[src/rtl/fractal_pixel_writer.sv]
// fractal_pixel_writer: buffers computed fractal pixels and writes clamped grey levels to frame memory
module fractal_pixel_writer #(
    parameter int IMG_W      = 640,
    parameter int IMG_H      = 480,
    parameter int FIFO_DEPTH = 4,
    parameter int ADDR_W     = 19
) (
    input  logic               CLK,
    input  logic               RESET,
    input  logic               frame_start,
    input  logic               pix_valid,
    output logic               pix_ready,
    input  logic signed [15:0] x_draw,
    input  logic signed [15:0] y_draw,
    input  logic [7:0]         intensity,
    output logic [ADDR_W-1:0]  mem_addr,
    output logic [7:0]         mem_data,
    output logic               mem_we,
    input  logic               mem_ack,
    output logic [ADDR_W-1:0]  pixel_count,
    output logic               frame_done,
    output logic               oob_err,
    output logic               busy
);
    localparam int PW = $clog2(FIFO_DEPTH);
    localparam logic [ADDR_W-1:0] TOTAL = ADDR_W'(IMG_W * IMG_H);
    localparam logic [ADDR_W-1:0] LAST = ADDR_W'(IMG_W * IMG_H - 1);
    localparam logic signed [15:0] X_LIM = 16'(IMG_W);
    localparam logic signed [15:0] Y_LIM = 16'(IMG_H);

    typedef enum logic [1:0] {IDLE, LOAD, WRITE, DONE} state_t;
    state_t state;

    logic [ADDR_W+7:0] fifo_mem [FIFO_DEPTH];
    logic [PW:0]       wr_ptr, rd_ptr;
    logic              fifo_full, fifo_empty, in_range, push, push_ok, pop;
    logic              skip, counting, to_done;
    logic [6:0]        ic;
    logic [ADDR_W-1:0] pix_addr, head_addr;
    logic [7:0]        pix_grey, head_grey;

    assign fifo_empty = wr_ptr == rd_ptr;
    assign fifo_full  = (wr_ptr[PW] != rd_ptr[PW]) && (wr_ptr[PW-1:0] == rd_ptr[PW-1:0]);
    assign pix_ready  = RESET && !fifo_full && !frame_start;
    assign push       = pix_valid && pix_ready;
    assign in_range   = !x_draw[15] && !y_draw[15] && (x_draw < X_LIM) && (y_draw < Y_LIM);
    assign push_ok    = push && in_range;

    // Grey level and address are resolved before queueing so the write side only moves data
    assign ic       = (intensity > 8'd100) ? 7'd100 : intensity[6:0];
    assign pix_grey = 8'(({9'd0, ic} * 16'd655) >> 8);
    assign pix_addr = ADDR_W'(y_draw[15:0]) * ADDR_W'(IMG_W) + ADDR_W'(x_draw[15:0]);

    assign {head_addr, head_grey} = fifo_mem[rd_ptr[PW-1:0]];

    // A write in flight when frame_start arrives belongs to the old frame and is never counted
    assign counting = !skip && (pixel_count != TOTAL);
    assign to_done  = counting && (pixel_count == LAST);
    assign pop      = !frame_start && !fifo_empty &&
                      ((state == IDLE) || (state == WRITE && mem_ack && !to_done));
    assign busy     = !fifo_empty || (state != IDLE);

    // FIFO pointers; frame_start discards everything still queued
    always_ff @(posedge CLK or negedge RESET) begin
        if (!RESET) begin
            wr_ptr <= '0;
            rd_ptr <= '0;
        end else if (frame_start) begin
            rd_ptr <= wr_ptr;
        end else begin
            if (push_ok) wr_ptr <= wr_ptr + (PW+1)'(1);
            if (pop) rd_ptr <= rd_ptr + (PW+1)'(1);
        end
    end

    // FIFO storage of pre-computed {addr, grey}
    always_ff @(posedge CLK) begin
        if (push_ok) fifo_mem[wr_ptr[PW-1:0]] <= {pix_addr, pix_grey};
    end

    // Write sequencer: pop, present, hold until ack, count, flag frame completion
    always_ff @(posedge CLK or negedge RESET) begin
        if (!RESET) begin
            state       <= IDLE;
            mem_addr    <= '0;
            mem_data    <= '0;
            mem_we      <= 1'b0;
            pixel_count <= '0;
            frame_done  <= 1'b0;
            oob_err     <= 1'b0;
            skip        <= 1'b0;
        end else begin
            frame_done <= 1'b0;
            if (frame_start) begin
                pixel_count <= '0;
                oob_err     <= 1'b0;
            end else if (push && !in_range) begin
                oob_err <= 1'b1;
            end
            case (state)
                IDLE: begin
                    if (pop) begin
                        mem_addr <= head_addr;
                        mem_data <= head_grey;
                        state    <= LOAD;
                    end
                end
                LOAD: begin
                    if (frame_start) begin
                        state <= IDLE;
                    end else begin
                        mem_we <= 1'b1;
                        state  <= WRITE;
                    end
                end
                WRITE: begin
                    if (mem_ack) begin
                        mem_we <= 1'b0;
                        skip   <= 1'b0;
                        if (!frame_start && counting) pixel_count <= pixel_count + ADDR_W'(1);
                        if (!frame_start && to_done) begin
                            state <= DONE;
                        end else if (pop) begin
                            mem_addr <= head_addr;
                            mem_data <= head_grey;
                            state    <= LOAD;
                        end else begin
                            state <= IDLE;
                        end
                    end else if (frame_start) begin
                        skip <= 1'b1;
                    end
                end
                DONE: begin
                    frame_done <= !frame_start;
                    state      <= IDLE;
                end
                default: state <= IDLE;
            endcase
        end
    end
endmodule

[config.mk]
export PLATFORM = sky130hd
export DESIGN_NAME = fractal_pixel_writer
export DESIGN_NICKNAME = d
export VERILOG_FILES = /design/src/rtl/fractal_pixel_writer.sv
export SDC_FILE = /design/constraint.sdc
export NUM_CORES = 1
export LEC_CHECK = 0
export ABC_CLOCK_PERIOD_IN_PS = 3000
export CORE_ASPECT_RATIO = 1.25
export CORE_MARGIN = 8
export CORE_UTILIZATION = 40
export CTS_BUF_LIST = sky130_fd_sc_hd__clkbuf_4
export CTS_CLUSTER_SIZE = 10
export DETAILED_ROUTE_END_ITERATION = 6
export GPL_ROUTABILITY_DRIVEN = 0
export PLACE_DENSITY_LB_ADDON = 0.08
export SLEW_MARGIN = 10
export SYNTH_ARGS = -nofsm -noshare
export SYNTH_HDL_FRONTEND = slang
export SYNTH_SLANG_ARGS = --single-unit
[constraint.sdc]
create_clock -name CLK -period 3 [get_ports CLK]
set_input_delay 0.6 -clock CLK [delete_from_list [all_inputs] [get_ports CLK]]
set_output_delay 0.6 -clock CLK [all_outputs]
set_load 0.02 [all_outputs]
==> key figures <==
Die
  • # IOs: 96
  • DIE AREA: 26900 µm²
  • Core area: 21500 µm²
  • Row cnt: 60
  • Die width: 148 µm
  • Chip Height: 182 µm
  • Initial Util: 40.7%

Logic synthesis
  • Post-Syn Nets: 773
  • Fraction of registers with async set/reset: 34.9%
  • EDFF count, synth: 108
  • Top post-synthesis cells by area: edfxtp_1 37%, dfrtp_1 17%, ha_1 11%
  • Post-Synth Adder-Cell Area: 12.9%
  • Dominant synthesized flop cell: edfxtp_1
  • Area fraction in compound gates after synthesis: 7.31%
  • Post-synthesis xor/xnor area fraction: 3.90%
  • Synth Warn #: 0
  • Synth cell types: 58
  • Synthesized area per cell: 13.6 µm²
  • Area share of the leading cell type in the synthesized netlist: 37.0%
  • Register area share after synthesis: 53.6%
  • Mapped Area: 8770 µm²
  • Largest family of logic cells by synthesized area: adder cells
  • Number of synthesized register bits: 166
  • Post-synthesis simple-gate area fraction: 9.39%
  • Post-synthesis mux area share: 10.5%
  • Leading area contributor after synthesis: edfxtp_1
  • Mapped Cells: 643

Detailed routing
  • DR WL/cell: 16.7 µm
  • DRC Markers: 0
  • Initial drt markers: 241
  • DRT Wirelength: 19300 µm
  • Remaining antenna violation count: 0
  • Via count of the routed design: 5918
  • Routed vias/inst: 5.15
  • DR pass1 iterations: 4

Outcome
  • Status: finished with violations
  • Violated checks: setup timing

Global routing
  • Layer with the highest usage: met2
  • Grt met3 use: 2.84%
  • Grt met2 use: 27.7%
  • First-pass GRT wire length: 32000 µm
  • Initial antenna violation count: 1
  • Largest net degree at the start of global routing: 59
  • Vias in the first global route: 6444
  • Global-route usage over all layers: 14.8%
  • Routing usage on met1: 16.6%
  • Total grt overflow: 0

Clock tree
  • Clk Latency, worst-skew pair: 0.53 ns
  • CTS tree: built
  • Root Driver: clkbuf_4
  • Hold buffer count at CTS: 0
  • H-tree lvl count: 4
  • Inserted Clock Buffers: 17
  • Sink Count: 166
  • Clock buffer depth: 2
  • Worst-path clk slew: 0.16 ns

Hold path
  • Worst Hold Class: in2async

Final layout
  • Fin nets: 987
  • Area growth, synth to finish: 32.8%
  • Final Non-Filler Cells: 1150
  • Most frequent cells in the layout: 112 x buf_4, 108 x edfxtp_1, 79 x clkdlybuf4s50_1
  • Layout cell share with drive strength beyond 1: 32.4%
  • Final core occ: 54.0%
  • Commonest non-fill, non-tap cell in the layout: buf_4

Setup path
  • Worst reg2reg path depth: 8
  • CP arrival: 4.17 ns
  • Startpoint types: input pin
  • Crit path max fanout: 4
  • Worst r2r src: pixel_count[0]
  • CP required: 3.36 ns
  • RR Endpoint: pixel_count[18]
  • Worst setup path startpoint: intensity[3]
  • Crit path kind: in2reg
  • Critical path capture point type: flip-flop
  • Flop2flop setup slack: 0.57 ns

Placement
  • Dpl ws: -1.99 ns
  • DP HPWL: 14000 µm
  • IO buf count: 95
  • Inst Count DP: 1096

Power and ir drop
  • Leak Pwr: 0.00457 µW
  • Worst IR Drop VDD: 0.000271 V
  • Pwr/cell area: 601 nW/µm²

STA
  • Tmin final: 3.81 ns
  • Final Hold Vio Count: 0
  • TNS Setup: -22.46 ns
  • Final max-slew violation count: 0
  • Worst-Margin Slew: 0.959 ns
  • RSZ-0062 raised after global routing: true
  • Final Setup Violations: 32
  • Period Utilization, post-route: 127%
  • FMAX: 262 MHz
  • Final WS setup: -0.810 ns
  • Hold Slack: 0.284 ns
  • Clock skew: 0.0324 ns
  • Rel. slew slack: 35.8%

Run
  • Max Cap Violations: 0
## where the power goes
part	switching [µW]	internal, µW
clock	855	392
combinational	1330	1440
sequential	168	2810
total	2350	4650
## synthesized netlist by cell type, drive strengths merged, types with 8 or more instances
| cell type | number |
|---|---|
| inv | 29 |
| and3 | 8 |
| xnor2 | 31 |
| nor3 | 11 |
| nand2 | 25 |
| fa | 9 |
| mux2 | 27 |
| edfxtp | 108 |
| dfrtp | 58 |
| nor2 | 40 |
| a21oi | 28 |
| o21ai | 28 |
| xor2 | 8 |
| or3 | 8 |
| mux4 | 27 |
| clkbuf | 9 |
| ha | 76 |
| nand4 | 10 |
| buf | 10 |
## cell families after synthesis
family                     count (synthesis)
DFF                                      166
and+or+nand+nor                          153
AOI/OAI and AO/OA                         97
adders and majority gates                 85
muxes                                     55
buffers and inverters                     48
xor gates and xnor gates                  39
## how the worst max path moves through the flow
stage | endpoint | slack (ns) | depth (start not counted)
after floorplan | fifo_mem[0][7] | -1.12 | 13
after global placement | fifo_mem[0][7] | -1.82 | 16
after detailed placement | fifo_mem[3][7] | -1.99 | 16
after CTS | fifo_mem[3][7] | -0.92 | 14
after global routing | fifo_mem[0][5] | -0.90 | 15
final | fifo_mem[0][5] | -0.81 | 15
## metal layers
layer,share of wire (%),wire length [µm]
met1,41,7980
met2,54,10400
met3,3.6,698
met4,0.99,191
met5,0,0
## final cells by class
class | instances | area [µm²]
Multi-Input combinational cell | 429 | 4310
Antenna cell | 1 | 2.50
Fill cell | 1804 | 9900
Inverter | 29 | 109
Sequential cell | 166 | 4700
Tap cell | 279 | 349
Clock buffer | 18 | 135
Timing Repair Buffer | 214 | 1890
Clock inverter | 14 | 153
## critical path: stages
cell       delay [ns]
buf_6            0.10
o311a_4          0.38
nor2_4           0.11
fa_2             0.46
ha_4             0.18
fa_1             0.54
ha_4             0.21
ha_4             0.26
nand4_1          0.11
nor4b_4          0.34
o2111ai_4        0.19
buf_6            0.17
a21boi_4         0.19
a311oi_2         0.12
nor2_2           0.18
## sequential cells by signal, summed over array words and instances (netlist names)
| name | flops |
|---|---|
| fifo_mem | 108 |
| mem_we | 1 |
| wr_ptr | 3 |
| mem_data | 8 |
| mem_addr | 19 |
| frame_done | 1 |
| rd_ptr | 3 |
| pixel_count | 19 |
| state | 2 |
| oob_err | 1 |
| skip | 1 |
## metrics by stage
| step | instance area, µm² | power, µW |
|---|---|---|
| 6_report | 11600 | 7000 |
| 5_1_grt | 11600 | 7420 |
| 4_1_cts | 11500 | 7020 |
| 3_5_place_dp | 10900 | 5630 |
| 3_3_place_gp | 10900 | 5560 |
| 2_1_floorplan | 8920 | 4530 |
## timing repair
item | CTS | global route
setup endpoints to repair | 53 | 48
resized for setup | 63 | 35
buffers inserted | 20 | 3
pin swaps | 23 | 22
endpoints found under the hold margin | 0 | 0
Note: power is estimated with default switching activity, not from simulation.
